[config.mk]
export PLATFORM = sky130hd
export DESIGN_NAME = hs_ram_arbiter
export DESIGN_NICKNAME = d
export VERILOG_FILES = /design/src/rtl/hs_arb_pkg.sv /design/src/rtl/pause_dim_timer.sv /design/src/rtl/hs_ram_arbiter.sv
export SDC_FILE = /design/constraint.sdc
export NUM_CORES = 1
export LEC_CHECK = 0
export ABC_AREA = 1
export CAP_MARGIN = 20
export CORE_MARGIN = 4
export CORE_UTILIZATION = 41
export DETAILED_ROUTE_END_ITERATION = 10
export PLACE_DENSITY_LB_ADDON = 0.15
export SYNTH_ARGS = -nofsm -noshare
export SYNTH_HDL_FRONTEND = slang
export SYNTH_SLANG_ARGS = --single-unit
export TNS_END_PERCENT = 50
[constraint.sdc]
create_clock -name clk_sys -period 2 [get_ports clk_sys]
set_input_delay 0.3 -clock clk_sys [delete_from_list [all_inputs] [get_ports clk_sys]]
set_output_delay 0.3 -clock clk_sys [all_outputs]
set_load 0.05 [all_outputs]
[src/rtl/hs_arb_pkg.sv]
// Shared types and default constants for the hiscore work-RAM arbiter.
package hs_arb_pkg;

    typedef enum logic [1:0] {
        ST_IDLE,
        ST_PAUSE_REQ,
        ST_GRANT,
        ST_RELEASE
    } arb_state_t;

    localparam int unsigned HALT_TIMEOUT_DEF = 1023;
    localparam logic [31:0] DIM_CYCLES_DEF   = 32'h1C9C3800;  // 10 s at 48 MHz

endpackage

[src/rtl/pause_dim_timer.sv]
// Counts consecutive paused cycles and requests a video dim once DIM_CYCLES is reached.
module pause_dim_timer #(
    parameter logic [31:0] DIM_CYCLES = 32'd100
) (
    input  logic clk_sys,
    input  logic reset,
    input  logic active,
    output logic dim
);

    logic [31:0] cnt;

    always_ff @(posedge clk_sys) begin
        if (reset) begin
            cnt <= '0;
        end else if (!active) begin
            cnt <= '0;
        end else if (cnt < DIM_CYCLES) begin
            cnt <= cnt + 32'd1;
        end
    end

    assign dim = (cnt >= DIM_CYCLES);

endmodule

[src/rtl/hs_ram_arbiter.sv]
// Hands the CPU work-RAM port to the hiscore engine once the CPU is halted (or a timeout expires).
// Optional video dim after a long pause is enabled by defining HS_RAM_ARBITER_DIM_EN.
module hs_ram_arbiter
    import hs_arb_pkg::*;
#(
    parameter int unsigned HALT_TIMEOUT = HALT_TIMEOUT_DEF,
    parameter logic [31:0] DIM_CYCLES   = DIM_CYCLES_DEF
) (
    input  logic        clk_sys,
    input  logic        reset,
    input  logic        hs_req,
    input  logic [15:0] hs_address,
    input  logic [7:0]  hs_data_in,
    input  logic        hs_write,
    output logic        hs_grant,
    output logic [7:0]  hs_data_out,
    input  logic [15:0] cpu_address,
    input  logic [7:0]  cpu_din,
    input  logic        cpu_we,
    output logic [7:0]  cpu_dout,
    input  logic        cpu_halted,
    input  logic        user_pause,
    output logic        cpu_pause,
    output logic [15:0] ram_addr,
    output logic [7:0]  ram_din,
    output logic        ram_we,
    input  logic [7:0]  ram_dout,
    output logic        halt_timeout,
    output logic        dim_video
);

    localparam logic [31:0] HALT_LIMIT = 32'(HALT_TIMEOUT);

    arb_state_t  state, state_nxt;
    logic [31:0] wait_cnt, wait_nxt;
    logic        timeout_set;
    logic        hs_owns;

    always_comb begin
        state_nxt   = state;
        wait_nxt    = wait_cnt;
        timeout_set = 1'b0;
        case (state)
            ST_IDLE: begin
                if (hs_req) begin
                    state_nxt = ST_PAUSE_REQ;
                    wait_nxt  = '0;
                end
            end
            ST_PAUSE_REQ: begin
                // A dropped request beats a halt arriving in the same cycle.
                if (!hs_req) begin
                    state_nxt = ST_RELEASE;
                end else begin
                    wait_nxt = wait_cnt + 32'd1;
                    if (cpu_halted) begin
                        state_nxt = ST_GRANT;
                    end else if (wait_cnt + 32'd1 >= HALT_LIMIT) begin
                        state_nxt   = ST_GRANT;
                        timeout_set = 1'b1;
                    end
                end
            end
            ST_GRANT: begin
                if (!hs_req) state_nxt = ST_RELEASE;
            end
            ST_RELEASE: state_nxt = ST_IDLE;
            default:    state_nxt = ST_IDLE;
        endcase
    end

    always_ff @(posedge clk_sys) begin
        if (reset) begin
            state        <= ST_IDLE;
            wait_cnt     <= '0;
            hs_grant     <= 1'b0;
            halt_timeout <= 1'b0;
        end else begin
            state        <= state_nxt;
            wait_cnt     <= wait_nxt;
            hs_grant     <= (state_nxt == ST_GRANT);
            halt_timeout <= halt_timeout | timeout_set;
        end
    end

    // While reset is held the CPU path is live regardless of the stale state register.
    assign hs_owns   = (state == ST_GRANT) && !reset;
    assign cpu_pause = user_pause | (!reset && (state != ST_IDLE));

    always_comb begin
        ram_addr = cpu_address;
        ram_din  = cpu_din;
        ram_we   = 1'b0;
        if (hs_owns) begin
            ram_addr = hs_address;
            ram_din  = hs_data_in;
            ram_we   = hs_write;
        end else if (reset || state == ST_IDLE) begin
            ram_we   = cpu_we;
        end
    end

    assign hs_data_out = ram_dout;
    assign cpu_dout    = ram_dout;

`ifdef HS_RAM_ARBITER_DIM_EN
    pause_dim_timer #(
        .DIM_CYCLES(DIM_CYCLES)
    ) u_dim (
        .clk_sys (clk_sys),
        .reset   (reset),
        .active  (cpu_pause),
        .dim     (dim_video)
    );
`else
    // DIM_CYCLES has no effect in this build; the reduction keeps it referenced.
    assign dim_video = 1'b0 & (|DIM_CYCLES);
`endif

endmodule

* Yosys cells after proc, flatten, opt, wreduce, memory -nomap -nowiden
Cells that the tools add are included.
Word-level totals: ROM bits 0, register bits after elaboration 36, bits in writable memories 0, memories 0, word-level logic and storage cells 39, bits in latches 0
Cells by class: equality and inequality tests 6, multipliers 0, divide/modulo/power cells 0, multiplexer cells 17, shift operators 0, $add $sub $neg 1, reductions and logical operators 8, bitwise logic cells 2, magnitude comparators 1
Operators by type and width (number):
- $mux W32 | 2
- $pmux W32 S2 | 1
- $add A32 B1 Y32 const B | 1
- $ge A32 B10 Y1 const B | 1
- $mux W16 | 1
- $mux W2 | 5
- $mux W8 | 1
- $pmux W2 S4 | 1
- $eq A2 B2 Y1 const B | 3
- $mux W1 | 6
- $ne A2 B2 Y1 const B | 2
- $reduce_bool A2 Y1 | 2
- $reduce_and A3 Y1 | 1
- $eq A2 B1 Y1 const B | 1
- $logic_and A1 B1 Y1 | 2
- $logic_not A2 Y1 | 1
- $or A1 B1 Y1 | 2
- $logic_not A1 Y1 | 1
- $logic_or A1 B1 Y1 | 1

* Longest topological paths before layout
Gate-level depths: netlist of run 1.
word-level depth 7, mapped depth 17, gate-level depth less buffers 17

* Worst setup path after synthesis of run 1
OpenSTA, ideal clock, no wires.
kind input port to output port, start point in reset, end point out ram_addr[0], arrival 1.801 ns, data required time 1.700 ns, setup slack -0.101 ns, cell stages on the path 6, path buffers 2, cells stage by stage clkbuf_1 nor3_1 inv_1 clkbuf_1 nand2_1 nand2_1
Between the ends: word-level cells in the longest chain between the ends 3
Ends and longest elaborated chain:
- start: declaration | line hs_ram_arbiter.sv:10 | input logic reset,
- $logic_not A1 Y1 | line hs_ram_arbiter.sv:87 | assign hs_owns = (state == ST_GRANT) && !reset;
- $logic_and A1 B1 Y1 | line hs_ram_arbiter.sv:87
- $mux W16 | line hs_ram_arbiter.sv:94 | if (hs_owns) begin
- end: declaration | line hs_ram_arbiter.sv:24 | output logic [15:0] ram_addr,
Every way passes these cells.

* Worst setup path after layout of run 1
start point reg wait_cnt[0], end point reg hs_grant
Between the ends: word-level cells in the longest chain between the ends 7
Ends and longest elaborated chain:
- start: declaration | line hs_ram_arbiter.sv:35 | logic [31:0] wait_cnt, wait_nxt;
- start signal: assignment | line hs_ram_arbiter.sv:80 | wait_cnt <= wait_nxt;
- $add A32 B1 Y32 | line hs_ram_arbiter.sv:58 | end else if (wait_cnt + 32'd1 >= HALT_LIMIT) begin
- $ge A32 B10 Y1 | line hs_ram_arbiter.sv:58
- $mux W2 | line hs_ram_arbiter.sv:58
- $mux W2 | line hs_ram_arbiter.sv:56 | if (cpu_halted) begin
- $mux W2 | line hs_ram_arbiter.sv:52 | if (!hs_req) begin
- $pmux W2 S4 | line hs_ram_arbiter.sv:43 | case (state)
- $eq A2 B2 Y1 | line hs_ram_arbiter.sv:81 | hs_grant <= (state_nxt == ST_GRANT);
- end signal: assignment | line hs_ram_arbiter.sv:81
- end: declaration | line hs_ram_arbiter.sv:15 | output logic hs_grant,
Every way passes these cells. A chain may end at the register's enable or synchronous reset.

==> results of run 1 <==
-- kinds of logic after synthesis --
kind of cell / count (synthesis) / synth area share (%)
xor gates and xnor gates: 5 / 1.544
other: 1 / 0.1322
AOI/OAI and AO/OA: 44 / 8.469
buffers and inverters: 70 / 11.51
and+or+nand+nor: 353 / 52.05
DFF: 36 / 25.41
adders and majority gates: 2 / 0.8821
-- metal layers --
| layer | up-vias | track usage [%] | share of wire (%) |
|---|---|---|---|
| met3 | 21 | 5.302 | 7.6 |
| li1 | 1817 | - | - |
| met2 | 151 | 37.22 | 47 |
| met5 | - | 0 | 0 |
| met1 | 1570 | 26.58 | 43 |
| met4 | 0 | 6.533 | 2.0 |
-- power breakdown --
part | total, mW | switching (mW) | internal, mW
clock network | 0.666 | 0.297 | 0.369
registers | 0.736 | 0.0110 | 0.725
logic | 0.578 | 0.350 | 0.228
-- state kept, by name (all words and copies together), names as in the netlist --
name,count
wait_cnt,32
state,2
halt_timeout,1
hs_grant,1
-- final cells by class --
type                       instances  area (sq um)
sequential                        36         735.7
multi-input combinational        405          1907
clock inverter                     3         42.54
tap                               80         100.1
timing repair buffer             150          1311
inverter                          39         146.4
fill                             628          2445
clock buffer                       5         68.82
-- synth_stat cells --
cell type / count / area (sq um)
a211oi_1: 1 / 7.510
nand3_2: 1 / 10.01
conb_1: 1 / 3.750
ha_1: 2 / 25.02
nand2_1: 242 / 908.4
or2_2: 2 / 12.51
xor2_1: 2 / 17.52
buf_1: 1 / 3.750
nand3_1: 26 / 130.1
dfxtp_1: 36 / 720.7
nor3_1: 2 / 10.01
nand2_2: 4 / 25.02
a2bb2oi_1: 2 / 17.52
nand3b_1: 8 / 60.06
a21oi_1: 32 / 160.2
a31oi_1: 1 / 6.260
nor2_1: 52 / 195.2
a21oi_2: 1 / 8.760
clkbuf_1: 13 / 48.80
nor2_2: 6 / 37.54
inv_2: 1 / 3.750
o21ai_0: 5 / 25.02
nand4_1: 4 / 25.02
inv_1: 37 / 138.9
nor2_4: 5 / 56.30
o21bai_1: 2 / 15.01
and2_1: 1 / 6.260
buf_4: 17 / 127.6
clkinv_1: 1 / 3.750
xnor2_1: 3 / 26.28
-- repair_timing --
action	in CTS	in global routing
buffers inserted	8	4
endpoints found under the setup margin	4	29
pin swaps	16	15
resized for setup	19	20
-- worst min-delay path, cell delays in order (launching register included) --
cell     delay, ns
dfxtp_1       0.32
nand2_1       0.06
a21oi_1       0.06
-- final timing paths --
| check | from | end | slack [ns] | cells after the start |
|---|---|---|---|---|
| worst max register to register | wait_cnt[0]$_SDFFE_PP0P_ | hs_grant$_SDFF_PP0_ | -0.09 | 14 |
| worst max-delay path | wait_cnt[0]$_SDFFE_PP0P_ | hs_grant$_SDFF_PP0_ | -0.09 | 14 |
| worst min-delay path | wait_cnt[31]$_SDFFE_PP0P_ | wait_cnt[31]$_SDFFE_PP0P_ | 0.49 | 2 |
| worst min register to register | wait_cnt[31]$_SDFFE_PP0P_ | wait_cnt[31]$_SDFFE_PP0P_ | 0.49 | 2 |
-- cells in the final DEF, fill, tap and decap left out, drive strengths merged --
cell | Yosys | final
a211oi | 1 | 1
a21oi | 33 | 33
a2bb2oi | 2 | 2
a31oi | 1 | 1
and2 | 1 | 1
buf | 18 | 94
bufinv | 0 | 1
clkbuf | 13 | 5
clkdlybuf4s50 | 0 | 56
clkinv | 1 | 2
clkinvlp | 0 | 1
conb | 1 | 1
dfxtp | 36 | 36
ha | 2 | 2
inv | 38 | 38
nand2 | 246 | 246
nand3 | 27 | 27
nand3b | 8 | 8
nand4 | 4 | 4
nor2 | 63 | 63
nor3 | 2 | 2
o21ai | 5 | 5
o21bai | 2 | 2
or2 | 2 | 2
xnor2 | 3 | 3
xor2 | 2 | 2
-- per-stage QoR --
stage	util (%)	setup WS (ns)	area, sq um	power, mW	cells
after floorplan	-	-0.04039	2841	1.152	511
after global placement	58.87	-0.1199	3978	1.317	698
after detailed placement	58.87	-0.1492	3978	1.321	698
after CTS	62.41	-0.03701	4217	1.979	714
after global routing	63.81	-0.2418	4312	2.065	718
final	63.81	-0.08884	4312	1.980	718
==> results.cfg, run 1 <==
[status]
run_status = finished, violations left
violations = setup timing

[routing]
ant_nets = 0
wirelength_um = 9165
drcViolationCount = 0
vias = 3559
wl_per_cell_um = 12.76
drt_first_pass_iters = 5
vias_per_cell = 4.957
dr.first_iter.drc_count = 191

[finish]
final_nets = 702
area_delta_synth_final_pct = 52.01
antenna_cells = 0
layout-drive-gt1-share_pct = 23.67

[setup_path]
crit_slowest_cell = dfxtp_2
crit_family = simple AND/OR/NAND/NOR gates
cp-end-kind = register
arrival_ns = 2.29
critical_path.most_common_cell = nor2_4
start_kind = register
critPathRequiredTime_ns = 2.20
crit_fanout = 5
crit_chain = ha_4 -> nand2_4 -> nor2_4 -> nand2_2 -> nor2_4 -> buf_6 -> xnor2_4 -> nand2_1 -> nor2_1 -> nand2_1 -> nor2_4 -> nand3_2 -> a21oi_2 -> nor2_1
worst-path-buf-inv = 1
criticalPathCategory = reg2reg
slowest_delay_ns = 0.36

[timing]
fin_worst_skew_ns = 0.004751
setup_viol = 4
holdWs_ns = 0.4880
max_freq_mhz = 478.7
period_share_pct = 104.4
setup_slack_ns = -0.08884
rsz0062_at_grt = true
hold_viol_final = 0
drv_slew = 0
worst_slew_margin_rel_pct = 65.47
min_period_ns = 2.089
tightest_slew_ns = 0.5164
tns_ns = -0.2660

[yosys]
yosysWarnings = 0
syn_nets = 576
synth_cells = 511
synth_cell_type_count = 30
synth_area_sq_mm = 0.002836
syn-mean-instance-area_sq_um = 5.551
seq_area_frac_synth_pct = 25.41
ys_ff_latch = 36

[power]
p_leak_nw = 1.842
ir_drop_uv = 312.4
cellPowerDensity_mw_per_mm2 = 459.2

[clock_tree]
clock_path_buffers = 2
cts_tree = built
htreeDepth = 2
ctsHoldBuffers = 0
clkTransAtPathRegs_ns = 0.08
numCtsBuffers = 5
clock_latency_ns = 0.30
root_buffer = clkbuf_8
cts_sinks = 36

[min_path]
worst_hold_path_type = reg2reg

[floorplanning]
start_util_pct = 41.98
die_w_um = 91.18
dieHeight_um = 91.18
fp-row-count = 30
pin_count = 108
die-area_sq_mm = 0.008313
fp.coreArea_sq_mm = 0.006756

[global_route]
grt_overflow_total = 0
track_usage_pct = 21.65
antenna_found_initial = 0
grt_max_degree = 36
grt_pass1_vias = 3344
grt_pass1_wl_um = 14900

[place]
port_buffers = 82
gp_congestion = 0.9033
hpwl_um = 7002

[job]
max_cap_viol_count = 0
No activity file was read; power rests on OpenSTA's default activity.
==> run 2, diff against run 1 <==
Settings changed: GPL_TIMING_DRIVEN set to 0.
==> run 2 against run 1 <==
Against the previous run:
- the run still ends with setup timing left
- combinational power grew 38%
- power increased by 15%
- critical path depth is the same
- via count down 0.73%
- utilization rose by 3.0 points
- sequential share of layout area down 0.65 points
- final area increased by 4.7%
- worst setup slack got worse by 0.057 ns
- routed wire length rose by 3.2%
- maximum frequency down 2.7%
==> results.cfg, run 2 (synthesis results as in run 1) <==
[global_route]
antenna_found_initial = 0
grt_overflow_total = 0
grt_max_degree = 12
grt.met2_usage_pct = 40.10
grt_pass1_vias = 3310
use_met3_pct = 7.208
track_usage_pct = 22.09
busiest_layer = met2
grt_pass1_wl_um = 14880
use_met1_pct = 24.56

[routing]
wl_per_cell_um = 13.36
vias = 3533
dr.first_iter.drc_count = 179
drcViolationCount = 0
wirelength_um = 9458
drt_first_pass_iters = 4
vias_per_cell = 4.990
ant_nets = 0

[floorplanning]
die-area_sq_mm = 0.008313
dieHeight_um = 91.18
die_w_um = 91.18
fp.coreArea_sq_mm = 0.006756
fp-row-count = 30
pin_count = 108
start_util_pct = 41.98

[finish]
largest_reg_flops = 32
layout_commonest_cell = nand2_1
area_delta_synth_final_pct = 59.11
layout_common_cells = 204 x nand2_1, 71 x clkdlybuf4s50_1, 45 x nor2_1, 35 x inv_1, 31 x a21oi_1
top_register = wait_cnt
layout-drive-gt1-share_pct = 24.84
antenna_cells = 0
largest_registers = wait_cnt (32), state (2)
final_nets = 692

[setup_path]
criticalPathCategory = reg2reg
slowest_delay_ns = 0.38
cp-end-kind = register
crit_chain = ha_4 -> nand2_2 -> nor2_4 -> nand2_2 -> nor2_4 -> nand2_2 -> nand2_1 -> nand2_2 -> nor2_2 -> nand3_2 -> nor2_2 -> nand3_1 -> a21oi_2 -> nor2_1
crit_slowest_cell = dfxtp_4
arrival_ns = 2.35
critPathRequiredTime_ns = 2.20
critical_path.most_common_cell = nand2_2
start_kind = register
crit_fanout = 5

[timing]
rsz0062_at_grt = true
setup_viol = 25
worst_slew_margin_rel_pct = 60.97
drv_slew = 0
tightest_slew_ns = 0.5854
period_share_pct = 107.3
min_period_ns = 2.146
setup_slack_ns = -0.1463
max_freq_mhz = 465.9
hold_viol_final = 0
fin_worst_skew_ns = 0.01274
holdWs_ns = 0.4752

[power]
total_power_mw = 2.269
cellPowerDensity_mw_per_mm2 = 502.7
ir_drop_uv = 323.0
p_leak_nw = 1.789

[clock_tree]
htreeDepth = 2
ctsHoldBuffers = 0
clock_path_buffers = 2
cts_sinks = 36
clkTransAtPathRegs_ns = 0.08
clock_latency_ns = 0.31
numCtsBuffers = 5
cts_tree = built
root_buffer = clkbuf_8

[status]
violations = setup timing
run_status = finished, violations left

[place]
place_ws_ns = -0.8145
hpwl_um = 7210
port_buffers = 97
gp_congestion = 0.8898

[job]
max_cap_viol_count = 0

[min_path]
worst_hold_path_type = in2reg
## run 2: layout make-up
type                    instances  area, sq um
clock inverters                 1        30.03
fillers                       612         2243
clock buffers                   7        96.34
repair buffers                109         1122
inverters                      39        150.1
flip-flops and latches         36        740.7
plain buffers                  31        214.0
multi-input cells             405         2059
well taps                      80        100.1
## run 2: final timing paths
| path | startpoint | end | slack (ns) | depth (start not counted) |
|---|---|---|---|---|
| setup / recovery | wait_cnt[1]$_SDFFE_PP0P_ | hs_grant$_SDFF_PP0_ | -0.15 | 14 |
| setup reg to reg | wait_cnt[1]$_SDFFE_PP0P_ | hs_grant$_SDFF_PP0_ | -0.15 | 14 |
| hold reg to reg | wait_cnt[31]$_SDFFE_PP0P_ | wait_cnt[31]$_SDFFE_PP0P_ | 0.48 | 2 |
| hold / removal | reset | wait_cnt[12]$_SDFFE_PP0P_ | 0.48 | 2 |
## run 2: routing by layer
| layer | share of wire, % | up-vias | wire, um |
|---|---|---|---|
| met1 | 41 | 1580 | 3837 |
| met5 | 0 | - | 0 |
| met2 | 49 | 132 | 4595 |
| li1 | - | 1806 | - |
| met3 | 9.0 | 15 | 850 |
| met4 | 1.9 | 0 | 175 |
## run 2: report_power, final
group          internal (mW)  total, mW  switching [mW]
Combinational          0.327      0.798           0.470
Clock                  0.440      0.736           0.296
Sequential             0.725      0.735         0.00943
Total                   1.49       2.27           0.775
## run 2: worst max-delay path, delay by kind of cell (launching register included)
family,cells,cell delay (ns)
AOI/OAI and AO/OA,1,0.17
adders and majority gates,1,0.15
DFF,1,0.38
and+or+nand+nor,12,1.34
## run 2: what timing repair did
action,4_1_cts,5_1_grt
gates resized for setup,201,89
gates cloned,2,0
endpoints found under the setup margin,50,44
pin swaps,6,27
setup buffers,5,5
## run 2: metrics by stage
step           setup TNS [ns]  instances  cell area, sq um  util [%]
2_1_floorplan        -0.04039        511              2841         -
3_3_place_gp           -31.21        688              3913     57.91
3_5_place_dp           -32.05        688              3913     57.91
4_1_cts               -0.3596        703              4209     62.30
5_1_grt                -3.165        708              4513     66.80
6_report              -0.8567        708              4513     66.80
